File: config.mk
export PLATFORM = sky130hd
export DESIGN_NAME = spi_cmd_dispatcher
export DESIGN_NICKNAME = d
export VERILOG_FILES = /design/src/rtl/spi_cmd_dispatcher.sv
export SDC_FILE = /design/constraint.sdc
export NUM_CORES = 1
export LEC_CHECK = 0
export BUFFER_PORTS_ARGS = -buffer_cell sky130_fd_sc_hd__buf_2
export CORE_MARGIN = 3
export CORE_UTILIZATION = 51
export DETAILED_ROUTE_END_ITERATION = 12
export HOLD_SLACK_MARGIN = 0.15
export PLACE_DENSITY = 0.8
export SLEW_MARGIN = 15
export SYNTH_ARGS = -nofsm -noshare
export SYNTH_HDL_FRONTEND = slang
export SYNTH_SLANG_ARGS = --single-unit
File: constraint.sdc
create_clock -name clk -period 2.6 [get_ports clk]
set_input_delay 0.13 -clock clk [delete_from_list [all_inputs] [get_ports clk]]
set_output_delay 0.13 -clock clk [all_outputs]
set_load 0.03 [all_outputs]
File: src/rtl/spi_cmd_dispatcher.sv
// Command dispatcher: queues decoded SPI packets and executes them one at a time
// against the tile buffer, the NPU core op port and the status register.
module spi_cmd_dispatcher #(
  parameter int FIFO_DEPTH = 4,
  parameter int DATA_W     = 8
) (
  input  logic              clk,
  input  logic              rst,
  input  logic              valid,
  input  logic [7:0]        cmd,
  input  logic [2:0]        tile_i,
  input  logic [2:0]        tile_j,
  input  logic [2:0]        op_code,
  input  logic [DATA_W-1:0] data_in,
  output logic [DATA_W-1:0] data_out,
  output logic              mem_we,
  output logic              mem_re,
  output logic [5:0]        mem_addr,
  output logic [DATA_W-1:0] mem_wdata,
  input  logic [DATA_W-1:0] mem_rdata,
  output logic              op_valid,
  input  logic              op_ready,
  output logic [2:0]        op_code_o,
  output logic [5:0]        op_tile,
  output logic [1:0]        dbg_state_o
);

  localparam int PTR_W   = (FIFO_DEPTH > 1) ? $clog2(FIFO_DEPTH) : 1;
  localparam int ENTRY_W = 8 + 3 + 3 + 3 + DATA_W;

  localparam logic [7:0] CMD_WRITE  = 8'h01;
  localparam logic [7:0] CMD_READ   = 8'h02;
  localparam logic [7:0] CMD_EXEC   = 8'h03;
  localparam logic [7:0] CMD_STATUS = 8'h04;

  typedef enum logic [1:0] {IDLE, DECODE, RD_WAIT, ISSUE} state_t;

  state_t              state_q, state_d;
  logic [ENTRY_W-1:0]  fifo_mem [FIFO_DEPTH];
  logic [PTR_W-1:0]    rd_ptr_q, rd_ptr_d, wr_ptr_q, wr_ptr_d;
  logic [2:0]          count_q, count_d;
  logic [7:0]          cmd_q, cmd_d;
  logic [2:0]          ti_q, ti_d, tj_q, tj_d, op_q, op_d;
  logic [DATA_W-1:0]   din_q, din_d, dout_q, dout_d;
  logic                ovf_q, ovf_d, bad_q, bad_d;

  logic                fifo_full, fifo_empty, push, pop;
  logic                ovf_set, bad_set, sticky_clr;
  logic [7:0]          h_cmd;
  logic [2:0]          h_ti, h_tj, h_op;
  logic [DATA_W-1:0]   h_din;
  logic [DATA_W-1:0]   status_byte;

  assign fifo_full  = (count_q == 3'(FIFO_DEPTH));
  assign fifo_empty = (count_q == 3'd0);
  assign pop        = (state_q == IDLE) && !fifo_empty;
  // A full FIFO still accepts a packet when the head leaves in the same cycle.
  assign push       = valid && (!fifo_full || pop);
  assign ovf_set    = valid && fifo_full && !pop;

  assign {h_cmd, h_ti, h_tj, h_op, h_din} = fifo_mem[rd_ptr_q];

  assign status_byte = {ovf_q, bad_q, (state_q == ISSUE), 2'b00, count_q};

  always_ff @(posedge clk) begin
    if (push) fifo_mem[wr_ptr_q] <= {cmd, tile_i, tile_j, op_code, data_in};
  end

  always_comb begin
    rd_ptr_d = pop  ? rd_ptr_q + PTR_W'(1) : rd_ptr_q;
    wr_ptr_d = push ? wr_ptr_q + PTR_W'(1) : wr_ptr_q;
    count_d  = count_q + {2'b00, push} - {2'b00, pop};
  end

  // op_valid/op_ready: op_valid rises in ISSUE and holds with op_code_o and
  // op_tile stable until the cycle op_ready is seen high; transfer on both high.
  always_comb begin
    state_d    = state_q;
    cmd_d      = cmd_q;
    ti_d       = ti_q;
    tj_d       = tj_q;
    op_d       = op_q;
    din_d      = din_q;
    dout_d     = dout_q;
    mem_we     = 1'b0;
    mem_re     = 1'b0;
    op_valid   = 1'b0;
    bad_set    = 1'b0;
    sticky_clr = 1'b0;
    case (state_q)
      IDLE: begin
        if (!fifo_empty) begin
          cmd_d   = h_cmd;
          ti_d    = h_ti;
          tj_d    = h_tj;
          op_d    = h_op;
          din_d   = h_din;
          state_d = DECODE;
        end
      end
      DECODE: begin
        state_d = IDLE;
        case (cmd_q)
          CMD_WRITE:  mem_we = 1'b1;
          CMD_READ: begin
            mem_re  = 1'b1;
            state_d = RD_WAIT;
          end
          CMD_EXEC:   state_d = ISSUE;
          CMD_STATUS: begin
            dout_d     = status_byte;
            sticky_clr = 1'b1;
          end
          default:    bad_set = 1'b1;
        endcase
      end
      RD_WAIT: begin
        dout_d  = mem_rdata;
        state_d = IDLE;
      end
      ISSUE: begin
        op_valid = 1'b1;
        if (op_ready) state_d = IDLE;
      end
      default: state_d = IDLE;
    endcase
    // A sticky set in the same cycle as a STATUS clear stays set.
    ovf_d = ovf_set ? 1'b1 : (sticky_clr ? 1'b0 : ovf_q);
    bad_d = bad_set ? 1'b1 : (sticky_clr ? 1'b0 : bad_q);
  end

  always_ff @(posedge clk) begin
    if (rst) begin
      state_q  <= IDLE;
      rd_ptr_q <= '0;
      wr_ptr_q <= '0;
      count_q  <= '0;
      cmd_q    <= '0;
      ti_q     <= '0;
      tj_q     <= '0;
      op_q     <= '0;
      din_q    <= '0;
      dout_q   <= '0;
      ovf_q    <= 1'b0;
      bad_q    <= 1'b0;
    end else begin
      state_q  <= state_d;
      rd_ptr_q <= rd_ptr_d;
      wr_ptr_q <= wr_ptr_d;
      count_q  <= count_d;
      cmd_q    <= cmd_d;
      ti_q     <= ti_d;
      tj_q     <= tj_d;
      op_q     <= op_d;
      din_q    <= din_d;
      dout_q   <= dout_d;
      ovf_q    <= ovf_d;
      bad_q    <= bad_d;
    end
  end

  assign data_out    = dout_q;
  assign mem_addr    = {ti_q, tj_q};
  assign mem_wdata   = din_q;
  assign op_code_o   = op_q;
  assign op_tile     = {ti_q, tj_q};
  assign dbg_state_o = state_q;

endmodule
==> results of run 1 <==
worst min path at each step:
stage | cells after the start | end | slack, ns
after floorplan | 0 | fifo_mem[0][0] | 0.23
after global routing | 2 | wr_ptr_q[1] | 0.25
after CTS | 2 | wr_ptr_q[1] | 0.20
after global placement | 1 | fifo_mem[2][17] | 0.34
after detailed placement | 1 | fifo_mem[2][14] | 0.35
final | 2 | rd_ptr_q[1] | 0.24
worst max-delay path, delay by kind of cell, from the launching register on:
kind	cells	cell delay [ns]
buffers and inverters	2	0.15
AO/OA/AOI/OAI	1	0.19
XOR/XNOR	2	0.31
flip-flops	1	0.31
adder cells (fa/ha/maj)	3	0.85
AND/OR/NAND/NOR	3	0.37
cell families (layout without fill, tap and decap cells):
family,after synthesis,count (layout),synth area share
flip-flops,144,144,0.7051
AND/OR/NAND/NOR,102,102,0.08950
AO/OA/AOI/OAI,38,38,0.04339
buffers and inverters,34,161,0.03067
multiplexers,27,27,0.1061
adder cells (fa/ha/maj),7,7,0.01726
XOR/XNOR,5,5,0.007951
repair_timing:
item / CTS / global route
hold endpoints to repair: 111 / 0
resized for setup: 0 / 2
hold buffers: 35 / 0
setup endpoints to repair: 0 / 1
cells in the mapped netlist (all sizes together):
cell | n | area [um^2]
a2111oi | 1 | 15.01
a21boi | 1 | 7.510
a21oi | 30 | 150.1
a22oi | 1 | 7.510
a311oi | 1 | 8.760
a32oi | 1 | 8.760
and2 | 4 | 25.02
and4b | 1 | 10.01
buf | 16 | 101.3
clkbuf | 9 | 33.78
dfxtp | 44 | 880.8
edfxtp | 100 | 3003
fa | 1 | 20.02
ha | 6 | 75.07
inv | 9 | 33.78
mux2 | 1 | 11.26
mux2i | 1 | 10.01
mux4 | 25 | 563.0
nand2 | 57 | 214.0
nand2b | 2 | 12.51
nand3 | 4 | 20.02
nand4b | 1 | 8.760
nand4bb | 1 | 11.26
nor2 | 15 | 56.30
nor2b | 4 | 25.02
nor3 | 5 | 30.03
nor3b | 2 | 15.01
nor4 | 4 | 40.04
nor4b | 1 | 15.01
o221a | 1 | 11.26
o311ai | 1 | 8.760
o31ai | 1 | 21.27
or4b | 1 | 10.01
xnor2 | 4 | 35.03
xor2 | 1 | 8.760
flip-flops by register name (all words and copies together), names as in the netlist:
name and flops:
bad_q 1, cmd_q 8, count_q 3, data_out 8
dbg_state_o 2, fifo_mem 100, mem_wdata 8, op_code_o 3
ovf_q 1, rd_ptr_q 2, ti_q 3, tj_q 3
wr_ptr_q 2
layout by cell type (no fill, tap or decap), types with 2 or more instances in the layout:
cell type and count:
edfxtp_1 100, clkinvlp_4 2, inv_1 8, nand2b_1 2
inv_6 4, clkinv_2 2, nor2b_1 4, a21oi_1 30
ha_1 6, nor2_1 14, clkinv_4 3, buf_4 12
clkbuf_8 2, xnor2_1 4, nand2_1 57, nor3b_1 2
dfxtp_1 43, mux4_2 25, clkbuf_16 16, nor4_1 3
dlygate4sd3_1 35, nand3_1 4, buf_2 72, nor3_1 4
and2_1 4
metal layers:
layer / share of wire / up-vias / global-route usage / wire, um
li1: - / 1553 / - / -
met3: 0.057 / 8 / 0.05109 / 650
met2: 0.54 / 105 / 0.3592 / 6076
met4: 0.0080 / 0 / 0.06679 / 91
met5: 0 / - / 0 / 0
met1: 0.40 / 1638 / 0.2436 / 4499
final cells by class:
cell class,instances,area share
clock inverters,13,0.01841
well taps,136,0.02455
clock buffers,19,0.06229
flip-flops and latches,144,0.5606
repair buffers,120,0.1184
multi-input cells,179,0.2109
inverters,9,0.004875
power by group through the flow:
| stage | clock (uW) | combinational (uW) | sequential (uW) |
|---|---|---|---|
| after floorplan | 0 | 1280 | 3240 |
| after global placement | 0 | 1930 | 3030 |
| after detailed placement | 0 | 1990 | 3050 |
| after CTS | 2290 | 2050 | 3010 |
| after global routing | 2400 | 2220 | 3050 |
| final | 2250 | 2030 | 3020 |
per-stage QoR:
step / power (uW) / instance area, um^2 / instances / hold WS (ns) / worst slack [ns]
global placement: 4960 / 6015 / 553 / 0.3414 / 0.2870
finish: 7296 / 6930 / 620 / 0.2354 / 0.2640
global route: 7672 / 6930 / 620 / 0.2536 / 0.08555
CTS: 7354 / 6924 / 620 / 0.2010 / 0.06835
floorplan: 4516 / 5508 / 357 / 0.2289 / 0.08284
detailed placement: 5043 / 6015 / 553 / 0.3548 / 0.1025
==> qor.csv, run 1 <==
metric,value,unit
routedWlPerCell,18.25,um
worstRegToRegCells,11,
syn_inst,357,
drt_wl_total,11.32,mm
start_util,0.5288,
finalNetCount,515,
drc_errors,0,
power.internal,4925,uW
num_io_pins,73,
hold_class,input port to register,
fmaxAchievable,0.4281,GHz
ys_seq_elements,144,
worstSetupEndpoint,count_q[2],
antennaDiodeCount,0,
grt_antenna_before_repair,0,
final-hold-violation-count,0,
final_core_util,0.6653,
tightest_slew,0.8645,ns
seqPwrFrac,0.413,
setup_viol,0,
grt_max_degree,45,
fp.dieW,109.9,um
via_per_inst,5.329,
synth_seq_area_share,0.7051,
postSynthAreaPerCell,15.43,um^2
p_switching,2371,uW
dr.pass1.iters,4,
maxCapViolCount,0,
multi_input_area,1461,um^2
h-tree-depth,4,
crit_start,dbg_state_o[1],
p_comb_frac,0.279,
syn_to_final_growth,25.83,%
worstPathCellList,nor2_2 > nor3_1 > a21boi_2 > inv_1 > ha_1 > inv_1 > ha_1 > fa_1 > xnor2_1 > xnor2_1 > nor2_1,
numCtsBuffers,17,
p_leak,0.002567,uW
port_buffers,72,
grtUsageTotal,0.2035,
clk_latency,0.50,ns
slowest_delay,0.38,ns
finalCritPeriodShare,0.8985,
synth_area,5508,um^2
outcome,"finished, final reports clean",
placement_rows,37,
drive_gt1_frac,0.3140,
synthDistinctLibCells,40,
cts_root_buf,clkbuf_8,
gr-total-overflow,0,
path_clk_slew,0.06,ns
critPathCaptureType,register,
seq_area,3885,um^2
criticalPathCategory,register to register,
p_clk_frac,0.308,
cp_slowest_cell,fa_1,
path_max_fanout,3,
report.final.slew_viol_count,0,
vias,3304,
slew_headroom,0.4237,
dp_hpwl,6.603,mm
final_antenna_net_count,0,
gp_congestion,0.7047,
clock_sinks,144,
core_area,10420,um^2
die_y,109.9,um
worstPathRequired,2.95,ns
grt_pass1_wl,17.91,mm
yosysWarnings,0,
worstPathArrival,2.69,ns
cts_tree,built,
ff2ff_setup_slack,0.26,ns
swShare,0.3250,
fill_cells,718,
start_kind,register,
rr_endpoint,count_q[2],
peakVddDrop,0.6938,mV
final.setup.tns,0,ns
grt_pass1_vias,3442,
clk_path_buf_depth,2,
min_from,rst,
syn-num-nets,401,
power.density,1053,nW/um^2
rsz0062_at_grt,no,
timing.rr.start,dbg_state_o[1],
period_needed,2.336,ns
post_cts_buffers,0,
fin_skew,0.007563,ns
first_iter_violations,206,
fp.dieArea,12080,um^2
No activity file was read; power rests on OpenSTA's default activity.
==> run 2: changes to the inputs <==
--- a/config.mk
+++ b/config.mk
@@ -7,10 +7,11 @@
 export LEC_CHECK = 0
 export BUFFER_PORTS_ARGS = -buffer_cell sky130_fd_sc_hd__buf_2
 export CORE_MARGIN = 3
-export CORE_UTILIZATION = 51
+export CORE_UTILIZATION = 57
 export DETAILED_ROUTE_END_ITERATION = 12
+export GPL_ROUTABILITY_DRIVEN = 0
 export HOLD_SLACK_MARGIN = 0.15
-export PLACE_DENSITY = 0.8
+export PLACE_DENSITY = 0.84
 export SLEW_MARGIN = 15
 export SYNTH_ARGS = -nofsm -noshare
 export SYNTH_HDL_FRONTEND = slang
==> constraint.sdc (replaced) <==
create_clock -name clk -period 2.25 [get_ports clk]
set_input_delay 0 -clock clk [delete_from_list [all_inputs] [get_ports clk]]
set_output_delay 0 -clock clk [all_outputs]
set_load 0.03 [all_outputs]
==> qor.csv, run 2 (synthesis gave the netlist of run 1 again) <==
metric,value,unit,change
num_io_pins,73,,unchanged
critPathCaptureType,register,,
finalCritPeriodShare,0.9484,,+0.04993
holdPathStages,2,,unchanged
fp.dieW,104.3,um,-5.1%
hold_end,fifo_mem[3][14],,
port_buffers,72,,unchanged
cp_common_cell,ha_4,,
drive_gt1_frac,0.3394,,+0.02534
use_met3,0.06207,,+0.01099
grt_antenna_before_repair,0,,unchanged
gr-total-overflow,0,,unchanged
grt_busiest_layer,met2,,
largest-register,fifo_mem,,
min_from,tile_i[0],,
path_clk_slew,0.06,ns,about the same
finalNetCount,526,,+2.1%
rr_endpoint,count_q[2],,
cp_slowest_cell,fa_2,,
slowest_delay,0.36,ns,-0.02 ns
slew_headroom,0.3740,,-0.04967
hold_class,input port to register,,
cp_top_family,adder cells,,
design_area,7048,um^2,+1.7%
first_iter_violations,176,,-15%
ff2ff_setup_slack,0.12,ns,-0.15 ns
syn_to_final_growth,27.96,%,
place_inst,548,,-0.90%
report.final.slew_viol_count,0,,unchanged
dpl_cell_area,6055,um^2,+0.67%
worstPathArrival,2.49,ns,-0.20 ns
largest_reg_flops,100,,unchanged
power.density,1228,nW/um^2,+17%
use_met1,0.3011,,+0.05755
drc_errors,0,,unchanged
routedWlPerCell,19.60,um,+7.4%
grt_pass1_vias,3749,,+8.9%
dp_hpwl,6.260,mm,-5.2%
worstPathCellList,nor2_4 > nor3_1 > a21boi_1 > inv_1 > ha_4 > inv_2 > ha_4 > fa_2 > xnor2_2 > xnor2_1 > nor2_1,,
vias,3476,,+5.2%
via_per_inst,5.571,,+4.5%
clk_path_buf_depth,2,,unchanged
layout_commonest_cell,edfxtp_1,,
cts_root_buf,clkbuf_8,,
worstRegToRegCells,11,,unchanged
drt_wl_total,12.23,mm,+8.1%
start_util,0.5905,,+0.06171
grtUsageMet2,0.4179,,+0.05871
die_y,104.3,um,-5.1%
worstPathRequired,2.61,ns,-0.34 ns
path_max_fanout,3,,unchanged
tightest_slew,0.9390,ns,+0.07450 ns
peakVddDrop,0.8071,mV,+16%
fin_cells,624,,+0.65%
maxCapViolCount,0,,unchanged
numCtsBuffers,17,,unchanged
grtUsageTotal,0.2436,,+0.04007
final-hold-violation-count,0,,unchanged
h-tree-depth,4,,unchanged
fmaxAchievable,0.4686,GHz,+9.5%
clk_latency,0.51,ns,about the same
period_needed,2.134,ns,-0.2021 ns
grt_max_degree,45,,unchanged
cp.buffers_inverters,2,,unchanged
layout_common_cells,"100 x edfxtp_1, 72 x buf_2, 57 x nand2_1",,
core_area,9328,um^2,-10%
fp.dieArea,10880,um^2,-10%
antennaDiodeCount,0,,unchanged
start_kind,register,,
cts_tree,built,,
dr.pass1.iters,4,,unchanged
placement_rows,35,,-5.4%
criticalPathCategory,register to register,,
setup_viol,0,,unchanged
p_leak,0.002621,uW,+2.1%
clock_sinks,144,,unchanged
final_antenna_net_count,0,,unchanged
grt_pass1_wl,20.13,mm,+12%
fin_skew,0.01121,ns,+0.003644 ns
timing.rr.start,dbg_state_o[0],,
outcome,"finished, final reports clean",,
-- run 2: layout make-up --
| class | count | area (um^2) |
|---|---|---|
| repair buffers | 131 | 900.9 |
| well taps | 129 | 161.4 |
| inverters | 9 | 33.78 |
| clock inverters | 14 | 145.1 |
| fillers | 557 | 2280 |
| flip-flops and latches | 144 | 3890 |
| clock buffers | 18 | 417.9 |
| multi-input cells | 179 | 1499 |
-- run 2: power breakdown --
part | switching [uW] | internal (uW)
combinational | 1510 | 1020
clock | 1140 | 1500
sequential | 254 | 3240
total | 2900 | 5760
-- run 2: worst register-to-register path, delay by kind of cell (launching register included) --
family                     cells  cell delay [ns]
DFF                            1             0.33
xor gates and xnor gates       2             0.27
AOI/OAI and AO/OA              1             0.21
adders and majority gates      3             0.78
and+or+nand+nor                3             0.24
buffers and inverters          2             0.16
-- run 2: worst max-delay path by stage --
stage	from	to	cells past startpoint
final	dbg_state_o[0]	count_q[2]	11
after global routing	dbg_state_o[0]	count_q[2]	11
after CTS	dbg_state_o[1]	count_q[2]	11
after detailed placement	dbg_state_o[1]	count_q[2]	11
after global placement	dbg_state_o[1]	count_q[2]	11
after floorplan	count_q[1]	count_q[2]	11
-- run 2: per-layer routing --
metal,share of wire,up-vias
li1,-,1571
met1,0.40,1730
met4,0.024,0
met5,0,-
met3,0.062,26
met2,0.52,149
-- run 2: what timing repair did --
action | CTS | global route
endpoints found under the setup margin | 0 | 3
endpoints found under the hold margin | 129 | 0
buffers inserted | 0 | 5
hold buffers | 39 | 0
resized for setup | 0 | 2
-- run 2: through the flow --
step	util	power, uW	TNS [ns]	setup slack (ns)	hold slack, ns
after floorplan	-	5319	-0.01267	-0.01267	0.09887
after global placement	0.6491	5808	0	0.1613	0.2109
after detailed placement	0.6491	5922	0	0.04164	0.2162
after CTS	0.7513	8658	0	0.03388	0.2198
after global routing	0.7556	9078	-0.01842	-0.01842	0.2315
final	0.7556	8653	0	0.1161	0.2340
==> run 3: changes to the inputs <==
--- a/config.mk
+++ b/config.mk
@@ -5,13 +5,14 @@
 export SDC_FILE = /design/constraint.sdc
 export NUM_CORES = 1
 export LEC_CHECK = 0
-export BUFFER_PORTS_ARGS = -buffer_cell sky130_fd_sc_hd__buf_2
+export ABC_AREA = 1
 export CORE_MARGIN = 3
-export CORE_UTILIZATION = 57
+export CORE_UTILIZATION = 62
 export DETAILED_ROUTE_END_ITERATION = 12
+export DONT_BUFFER_PORTS = 1
 export GPL_ROUTABILITY_DRIVEN = 0
 export HOLD_SLACK_MARGIN = 0.15
-export PLACE_DENSITY = 0.84
+export PLACE_DENSITY = 0.83
 export SLEW_MARGIN = 15
 export SYNTH_ARGS = -nofsm -noshare
 export SYNTH_HDL_FRONTEND = slang
==> qor.csv, run 3 <==
metric,value,unit,change
critPathCaptureType,register,,
synth_top_cell_by_area,edfxtp_1,,
worstPathRequired,2.70,ns,+0.09 ns
clk_latency,0.53,ns,+0.02 ns
slew_headroom,0.4220,,+0.04796
holdWs,0.1735,ns,-0.06049 ns
port_buffers,0,,-100%
maxCapViolCount,0,,unchanged
start_util,0.6445,,+0.05403
core_area,8806,um^2,-5.6%
async_reset_ff_frac,0,,unchanged
worstPathArrival,2.43,ns,-0.06 ns
fmaxAchievable,0.5042,GHz,+7.6%
dr.pass1.iters,5,,+1
rsz0062_at_grt,no,,
cp_slowest_cell,fa_1,,
hold_class,input port to register,,
die_y,101.7,um,-2.5%
routedWlPerCell,18.09,um,-7.7%
synth_area,5675,um^2,+3.0%
setup_viol,0,,unchanged
grt_max_degree,54,,+20%
numCtsBuffers,17,,unchanged
antennaDiodeCount,0,,unchanged
finalNetCount,588,,+12%
drive_gt1_frac,0.1221,,-0.2173
fin_cells,665,,+6.6%
syn_inst,505,,+41%
tightest_slew,0.8658,ns,-0.07320 ns
ys_seq_elements,144,,unchanged
layout_commonest_cell,nor2_1,,
p_leak,0.002472,uW,-5.7%
final-hold-violation-count,0,,unchanged
first_iter_violations,355,,+100%
clk_path_buf_depth,2,,unchanged
layout_common_cells,"115 x nor2_1, 100 x edfxtp_1, 77 x o21ai_0",,
clock_sinks,144,,unchanged
period_needed,1.983,ns,-0.1506 ns
drt_wl_total,12.03,mm,-1.6%
syn_to_final_growth,18.17,%,
finalCritPeriodShare,0.8815,,-0.06692
final.setup.tns,0,ns,unchanged
largest-register,fifo_mem,,
cp_top_family,adder cells,,
yosys_most_used_dff,edfxtp_1,,
dpl_cell_area,5741,um^2,-5.2%
via_per_inst,5.800,,+4.1%
peakVddDrop,0.7100,mV,-12%
grt_pass1_wl,19.13,mm,-4.9%
dp_hpwl,6.666,mm,+6.5%
netlist.area_leader.share,0.5291,,-0.01611
place_inst,597,,+8.9%
power.density,1354,nW/um^2,+10%
final_antenna_net_count,0,,unchanged
start_kind,register,,
pre_cts_ws,0.2617,ns,+0.2201 ns
vias,3857,,+11%
worstPathCellList,nor2_2 > nand3b_1 > nand2_2 > ha_1 > inv_1 > ha_1 > fa_1 > inv_1 > o21ai_0 > a21oi_1,,
path_clk_slew,0.06,ns,about the same
fin_ws,0.2667,ns,+0.1506 ns
grtUsageTotal,0.2471,,+0.003504
drc_errors,0,,unchanged
h-tree-depth,4,,unchanged
grt_antenna_before_repair,0,,unchanged
gr-total-overflow,0,,unchanged
slowest_delay,0.36,ns,about the same
ff2ff_setup_slack,0.27,ns,+0.15 ns
criticalPathCategory,register to register,,
yosys-top-cells-count,"119 x nor2_1, 100 x edfxtp_1, 77 x o21ai_0, 44 x dfxtp_1",,
fp.dieArea,10340,um^2,-5.0%
cp.buffers_inverters,2,,unchanged
syn-num-nets,549,,+37%
placement_rows,34,,-2.9%
outcome,"finished, final reports clean",,
num_io_pins,73,,unchanged
fp.dieW,101.7,um,-2.5%
postSynthAreaPerCell,11.24,um^2,-27%
grt_pass1_vias,3894,,+3.9%
design_area,6706,um^2,-4.8%
cts_tree,built,,
synth_seq_area_share,0.6843,,-0.02083
netlist_top_cells_area,"edfxtp_1 53%, dfxtp_1 16%, nor2_1 7.9%, o21ai_0 6.8%, o22ai_1 2.8%",,
report.final.slew_viol_count,0,,unchanged
largest_reg_flops,100,,unchanged
path_max_fanout,8,,+5
yosysMostFrequentCell,nor2_1,,
synth_edf_count,100,,unchanged
synthDistinctLibCells,33,,-18%
yosysWarnings,0,,unchanged
fin_skew,0.01399,ns,+0.002785 ns
cts_root_buf,clkbuf_8,,
post_cts_buffers,0,,unchanged
## run 3: where the power goes
group | switching (uW) | total (uW) | internal [uW]
Combinational | 1670 | 2400 | 729
Sequential | 575 | 3850 | 3280
Clock | 1060 | 2830 | 1770
Total | 3310 | 9080 | 5770
## run 3: cell type report
type | count | area (um^2)
clock buffer | 21 | 450.4
clock inverter | 11 | 155.1
fill | 531 | 2100
inverter | 32 | 122.6
multi-input combinational | 298 | 1486
sequential | 144 | 3884
tap | 108 | 135.1
timing repair buffer | 51 | 473.0
## run 3: layer usage
layer,GRT usage,wire (um),vias to the layer above
met2,0.4195,6104,166
li1,-,-,1823
met4,0.09714,206,0
met3,0.06680,897,22
met1,0.3019,4824,1846
met5,0,0,-
## run 3: final timing paths
| path | from | endpoint | depth (start not counted) |
|---|---|---|---|
| setup / recovery | dbg_state_o[1] | count_q[2] | 10 |
| hold / removal | data_in[7] | fifo_mem[1][7] | 1 |
| setup reg to reg | dbg_state_o[1] | count_q[2] | 10 |
| hold reg to reg | ovf_q | ovf_q | 2 |
## run 3: repair_timing
action                                 CTS  global route
hold buffers                            36             0
endpoints found under the hold margin  218             0
resized for setup                        0             0
## run 3: worst register-to-register path, cell delays in order (launching register included)
cell	delay, ns
dfxtp_1	0.31
nor2_2	0.13
nand3b_1	0.15
nand2_2	0.14
ha_1	0.31
inv_1	0.04
ha_1	0.19
fa_1	0.36
inv_1	0.07
o21ai_0	0.08
a21oi_1	0.14
## run 3: stage by stage
step                      utilization  power, uW
after floorplan                     -       5740
after global placement         0.6519       6066
after detailed placement       0.6519       6186
after CTS                      0.7616       9087
after global routing           0.7616       9573
final                          0.7616       9080
## run 3: kinds of logic (layout without fill, tap and decap cells)
logic type | count (synthesis) | after routing | share of synthesized area
flops | 144 | 144 | 0.6843
fa+ha+maj | 7 | 7 | 0.01675
simple gates | 169 | 169 | 0.1259
buf+inv | 63 | 115 | 0.05556
compound gates | 121 | 121 | 0.1160
xor+xnor | 1 | 1 | 0.001543
